<file path="src/rtl/csi_pkg.sv">
// Shared CSI-2 packet definitions: data types, decoder states, header layout.
package csi_pkg;

  localparam logic [5:0] DT_FS   = 6'h00;
  localparam logic [5:0] DT_FE   = 6'h01;
  localparam logic [5:0] DT_RAW8 = 6'h2A;

  localparam int HDR_DT_LSB  = 0;
  localparam int HDR_VC_LSB  = 6;
  localparam int HDR_WC_LSB  = 8;
  localparam int HDR_ECC_LSB = 24;

  typedef enum logic [1:0] {
    IDLE    = 2'd0,
    HEADER  = 2'd1,
    PAYLOAD = 2'd2,
    DONE    = 2'd3
  } state_t;

  // Field order matches the wire: DI in [7:0], WC in [23:8], ECC in [31:24].
  typedef struct packed {
    logic [7:0]  ecc;
    logic [15:0] wc;
    logic [1:0]  vc;
    logic [5:0]  dt;
  } hdr_t;

  function automatic logic [3:0] keep_for(input logic [1:0] n);
    case (n)
      2'd1:    return 4'h1;
      2'd2:    return 4'h3;
      2'd3:    return 4'h7;
      default: return 4'h0;
    endcase
  endfunction

  function automatic logic [31:0] byte_mask(input logic [3:0] keep);
    return {{8{keep[3]}}, {8{keep[2]}}, {8{keep[1]}}, {8{keep[0]}}};
  endfunction

endpackage

</file>
<file path="src/rtl/csi_header_ecc.sv">
// CSI-2 packet header Hamming ECC generator over the 24 DI/WC bits.
// Latency: combinational.
// Backpressure: none, pure function of its input.
module csi_header_ecc (
  input  logic [23:0] hdr,
  output logic [5:0]  ecc
);

  // Each mask selects the header bits covered by one parity bit.
  localparam logic [23:0] P0_MASK = 24'hF12CB7;
  localparam logic [23:0] P1_MASK = 24'hF2555B;
  localparam logic [23:0] P2_MASK = 24'h749A6D;
  localparam logic [23:0] P3_MASK = 24'hB8E38E;
  localparam logic [23:0] P4_MASK = 24'hDF03F0;
  localparam logic [23:0] P5_MASK = 24'hEFFC00;

  assign ecc[0] = ^(hdr & P0_MASK);
  assign ecc[1] = ^(hdr & P1_MASK);
  assign ecc[2] = ^(hdr & P2_MASK);
  assign ecc[3] = ^(hdr & P3_MASK);
  assign ecc[4] = ^(hdr & P4_MASK);
  assign ecc[5] = ^(hdr & P5_MASK);

endmodule

</file>
<file path="src/rtl/csi_packet_decoder.sv">
// CSI-2 packet decoder: header ECC check, FS/FE decode, RAW8 payload to 4-pixel words.
// Latency: all outputs one cycle after the accepting word_valid edge.
// Backpressure: none; the pixel consumer must take every pix_valid.
module csi_packet_decoder
  import csi_pkg::*;
#(
  parameter int LINE_W = 12,
  parameter int WC_W   = 16
) (
  input  logic              mipi_clk,
  input  logic              reset,
  input  logic              stop,
  input  logic [31:0]       word_in,
  input  logic              word_valid,
  output logic [31:0]       pix_data,
  output logic [3:0]        pix_keep,
  output logic              pix_valid,
  output logic              line_start,
  output logic              line_end,
  output logic              frame_start,
  output logic              frame_end,
  output logic [LINE_W-1:0] line_count,
  output logic [1:0]        virt_ch,
  output logic              hdr_err,
  output logic              trunc_err
);

  hdr_t            hdr;
  logic [5:0]      ecc_calc;
  logic            ecc_ok;
  state_t          state;
  logic [WC_W-1:0] remaining;
  logic [WC_W-1:0] take;
  logic [3:0]      keep_next;
  logic            emitted;

  assign hdr = hdr_t'(word_in);

  csi_header_ecc u_ecc (
    .hdr (word_in[HDR_ECC_LSB-1:0]),
    .ecc (ecc_calc)
  );

  assign ecc_ok = (hdr.ecc == {2'b00, ecc_calc});

  always_comb begin
    take      = remaining;
    keep_next = keep_for(remaining[1:0]);
    if (remaining >= WC_W'(4)) begin
      take      = WC_W'(4);
      keep_next = 4'hF;
    end
  end

  always_ff @(posedge mipi_clk) begin
    if (!reset) begin
      state       <= IDLE;
      remaining   <= '0;
      emitted     <= 1'b0;
      pix_data    <= '0;
      pix_keep    <= '0;
      pix_valid   <= 1'b0;
      line_start  <= 1'b0;
      line_end    <= 1'b0;
      frame_start <= 1'b0;
      frame_end   <= 1'b0;
      line_count  <= '0;
      virt_ch     <= '0;
      hdr_err     <= 1'b0;
      trunc_err   <= 1'b0;
    end else begin
      pix_valid   <= 1'b0;
      pix_keep    <= '0;
      line_start  <= 1'b0;
      line_end    <= 1'b0;
      frame_start <= 1'b0;
      frame_end   <= 1'b0;
      hdr_err     <= 1'b0;
      trunc_err   <= 1'b0;

      // The line counter advances the cycle after line_end is seen.
      if (line_end) line_count <= line_count + LINE_W'(1);

      if (stop) begin
        if (state == PAYLOAD && emitted) trunc_err <= 1'b1;
        state   <= IDLE;
        emitted <= 1'b0;
      end else begin
        case (state)
          IDLE: begin
            state   <= HEADER;
            emitted <= 1'b0;
          end
          HEADER: begin
            if (word_valid) begin
              state <= DONE;
              if (!ecc_ok) begin
                hdr_err <= 1'b1;
              end else begin
                virt_ch <= hdr.vc;
                if (hdr.dt == DT_FS) begin
                  frame_start <= 1'b1;
                  line_count  <= '0;
                end else if (hdr.dt == DT_FE) begin
                  frame_end <= 1'b1;
                end else if (hdr.dt == DT_RAW8 && hdr.wc != '0) begin
                  remaining <= WC_W'(hdr.wc);
                  state     <= PAYLOAD;
                end
              end
            end
          end
          PAYLOAD: begin
            if (word_valid) begin
              pix_valid  <= 1'b1;
              pix_keep   <= keep_next;
              pix_data   <= word_in & byte_mask(keep_next);
              line_start <= !emitted;
              emitted    <= 1'b1;
              remaining  <= remaining - take;
              if (remaining == take) begin
                line_end <= 1'b1;
                state    <= DONE;
              end
            end
          end
          default: begin
            state <= DONE;
          end
        endcase
      end
    end
  end

endmodule

</file>
<file path="config.mk">
export PLATFORM = sky130hd
export DESIGN_NAME = csi_packet_decoder
export DESIGN_NICKNAME = d
export VERILOG_FILES = /design/src/rtl/csi_pkg.sv /design/src/rtl/csi_header_ecc.sv /design/src/rtl/csi_packet_decoder.sv
export SDC_FILE = /design/constraint.sdc
export NUM_CORES = 1
export LEC_CHECK = 0
export ABC_AREA = 1
export CORE_AREA = 2 2 114 94
export DETAILED_ROUTE_END_ITERATION = 12
export DIE_AREA = 0 0 116 96
export PLACE_DENSITY = 0.88
export SETUP_SLACK_MARGIN = 0.1
export SLEW_MARGIN = 0
export SYNTH_ARGS = -nofsm -noshare
export SYNTH_HDL_FRONTEND = slang
export SYNTH_SLANG_ARGS = --single-unit
</file>
<file path="constraint.sdc">
create_clock -name mipi_clk -period 2.2 [get_ports mipi_clk]
set_input_delay 0.44 -clock mipi_clk [delete_from_list [all_inputs] [get_ports mipi_clk]]
set_output_delay 0.44 -clock mipi_clk [all_outputs]
set_load 0.02 [all_outputs]
</file>
==> impl_metrics.py <==
metrics = {
    "cts": {
        "htree_levels": 3,
        "clock_insertion_delay_worst_skew_ns": 0.35,
        "cts_tree": "built",
        "root_buffer": "clkbuf_16",
        "clk_path_buf_depth": 2,
        "path_clk_slew_ns": 0.06,
        "cts_buffers": 9,
        "numClockSinks": 76,
    },
    "route": {
        "drc": 0,
        "routed_via_density": 5.46,
        "dr.pass1.iters": 5,
        "ant_nets": 0,
        "drt_iter0_drc": 689,
        "vias": 5758,
        "totalWireLength_mm": 16.8,
        "post_drt_wl_per_cell_microns": 15.9,
    },
    "pwr": {
        "max-vdd-ir-drop_uv": 436,
        "leakage_nw": 3.34,
        "power_density_nw_per_um2": 562,
        "total_power_w": 0.00403,
    },
    "sta": {
        "setup_viol": 0,
        "slew_headroom": 0.431,
        "fin_setup_tns_ns": 0,
        "slew_violations": 0,
        "hold_viol_final": 0,
        "fin_crit_ns": 2.14,
        "rsz0062_at_grt": "true",
        "setup_ws_ns": 0.0609,
        "finClkSkew_ns": 0.00683,
        "post-route-period-util": 0.972,
        "fmax_mhz": 467,
        "tightest_slew_ns": 0.848,
    },
    "placed_design": {
        "dp_hpwl_mm": 10.2,
        "dp_slack_ns": -0.653,
        "place_area_sq_um": 6230,
        "portBuffers": 92,
        "gp_congestion": 0.944,
    },
    "setup_path": {
        "crit_path_end_kind": "flop",
        "cpMaxStageDelayCell": "ha_4",
        "critPathMaxStageDelay_ns": 0.29,
        "worstPathArrival_ns": 2.38,
        "cp-start-kind": "primary input",
        "crit_required_ns": 2.44,
        "path_cells": "buf_2 -> inv_2 -> ha_4 -> inv_1 -> nand2_1 -> nand2_2 -> inv_1 -> nand2_2 -> nand3_1 -> nand2_1 -> nand2_1 -> nand2_1 -> nand2_1 -> nand2_2 -> nor2_4 -> nand2_4 -> nand2_8 -> buf_12 -> nand3b_1 -> nand2_1 -> nor2_1",
        "cp_max_fo": 6,
        "path_class": "in2reg",
        "timing.critical_path.mode_cell": "nand2_1",
    },
    "logic_synthesis": {
        "synth_edf_count": 0,
        "ys_types": 34,
        "avgSynthCellArea_sq_um": 6.16,
        "synth_most_common_cell": "nand2_1",
        "synth_ff_type": "dfxtp_1",
        "ys_ff_latch": 76,
        "ys_seq_area_frac": 0.331,
        "ys_warn_count": 0,
        "netlist.area_leader.share": 0.331,
        "synthArstFlopShare": 0,
        "syn-cell-area_sq_um": 4600,
        "yosys.area.top_type": "dfxtp_1",
        "synthesis.instances": 747,
        "synth_nets": 800,
        "synth_area_leaders": "dfxtp_1, nand2_1, nor2_1",
        "synth_commonest_cells": "nand2_1, nor2_1, inv_1",
    },
    "grt": {
        "grt_pass1_wl_mm": 23.7,
        "grt_start_max_net_pins": 53,
        "antenna_found_initial": 0,
        "grt_pass1_vias": 5085,
        "grt_remaining_overflow": 0,
        "grt_usage": 0.276,
    },
    "die": {
        "die_h_microns": 96,
        "core-area_sq_um": 9990,
        "die-width_microns": 116,
        "initial_core_util": 0.461,
        "rows": 33,
        "io_pins": 93,
        "die_area_sq_um": 11100,
    },
    "cells_and_area": {
        "final_area_sq_um": 7170,
        "num_antenna_cells": 0,
        "drive_gt1_frac": 0.309,
        "nNetsFinal": 963,
        "syn2layout_area_growth_pct": 55.7,
        "nFillCells": 731,
    },
    "status": {
        "outcome": "finished, final reports clean",
    },
    "min_path": {
        "hold_path.class": "in2reg",
    },
    "run": {
        "cap_violations": 0,
    },
}
==> cell type report <==
| class | instances | area (sq um) | area share |
|---|---|---|---|
| clock buffers | 10 | 239 | 0.0334 |
| clock inverters | 6 | 71.3 | 0.00995 |
| inverters | 98 | 405 | 0.0566 |
| multi-input cells | 553 | 3180 | 0.444 |
| flip-flops and latches | 76 | 1530 | 0.213 |
| well taps | 140 | 175 | 0.0244 |
| repair buffers | 172 | 1560 | 0.218 |
==> state kept, by name, summed over array words and instances, names as in the netlist, 2 cells and up <==
register,flops
pix_data,32
remaining,16
line_count,12
pix_keep,4
state,2
virt_ch,2
==> metrics by stage <==
stage	hold slack (ns)	utilization	cells
final	0.357	0.717	1055
after global routing	0.373	0.717	1055
after CTS	0.373	0.677	1052
after detailed placement	0.433	0.623	1021
after global placement	0.431	0.623	1021
after floorplan	0.413	-	747
==> where the power goes <==
part	internal, W	total (W)	switching, W
registers	0.00139	0.00139	0.00000752
clock network	0.000920	0.00157	0.000648
logic	0.000419	0.00107	0.000648
==> worst max-delay path, delay by kind of cell <==
kind	cells	cell delay, ns
adders and majority gates	1	0.29
buffers and inverters	5	0.42
and+or+nand+nor	15	1.23
==> logic make-up after synthesis <==
family,share of synthesized area
simple gates,0.365
buf+inv,0.103
compound gates,0.122
flops,0.331
fa+ha+maj,0.0462
xor+xnor,0.0305
other cells,0.000815
mux,0.00218
==> cells in the final DEF, fill, tap and decap left out, types with 31 or more instances in the layout <==
| master | count |
|---|---|
| a21oi_1 | 64 |
| buf_4 | 78 |
| clkdlybuf4s50_1 | 65 |
| dfxtp_1 | 70 |
| inv_1 | 59 |
| nand2_1 | 174 |
| nand2_2 | 51 |
| nand3_1 | 40 |
| nor2_1 | 84 |
| o21ai_0 | 31 |
==> per-layer routing <==
| layer | GRT usage | vias to the layer above | wire length (microns) |
|---|---|---|---|
| met5 | 0 | - | 0 |
| met4 | 0.117 | 0 | 736 |
| met2 | 0.453 | 348 | 7800 |
| li1 | - | 2671 | - |
| met3 | 0.0693 | 83 | 1590 |
| met1 | 0.347 | 2656 | 6690 |
==> path summary, 6_finish.rpt <==
check                              from                          to  slack (ns)  depth (start not counted)
min                         word_in[23]   pix_data[23]$_SDFFE_PN0P_        0.36                          3
max                          word_in[0]   remaining[7]$_SDFFE_PN0P_        0.06                         21
min reg2reg        emitted$_SDFFE_PP0P_       line_start$_SDFF_PP0_        0.46                          1
max reg2reg  remaining[12]$_SDFFE_PN0P_  remaining[14]$_SDFFE_PN0P_        0.13                         15
==> timing repair <==
item / CTS / global route
setup endpoints to repair: 34 / 37
buffers inserted: 12 / 3
pin swaps: 44 / 66
hold buffers: 0 / 0
gates resized for setup: 146 / 139
gates cloned: 3 / 0
Note: power is estimated with default switching activity, not from simulation.
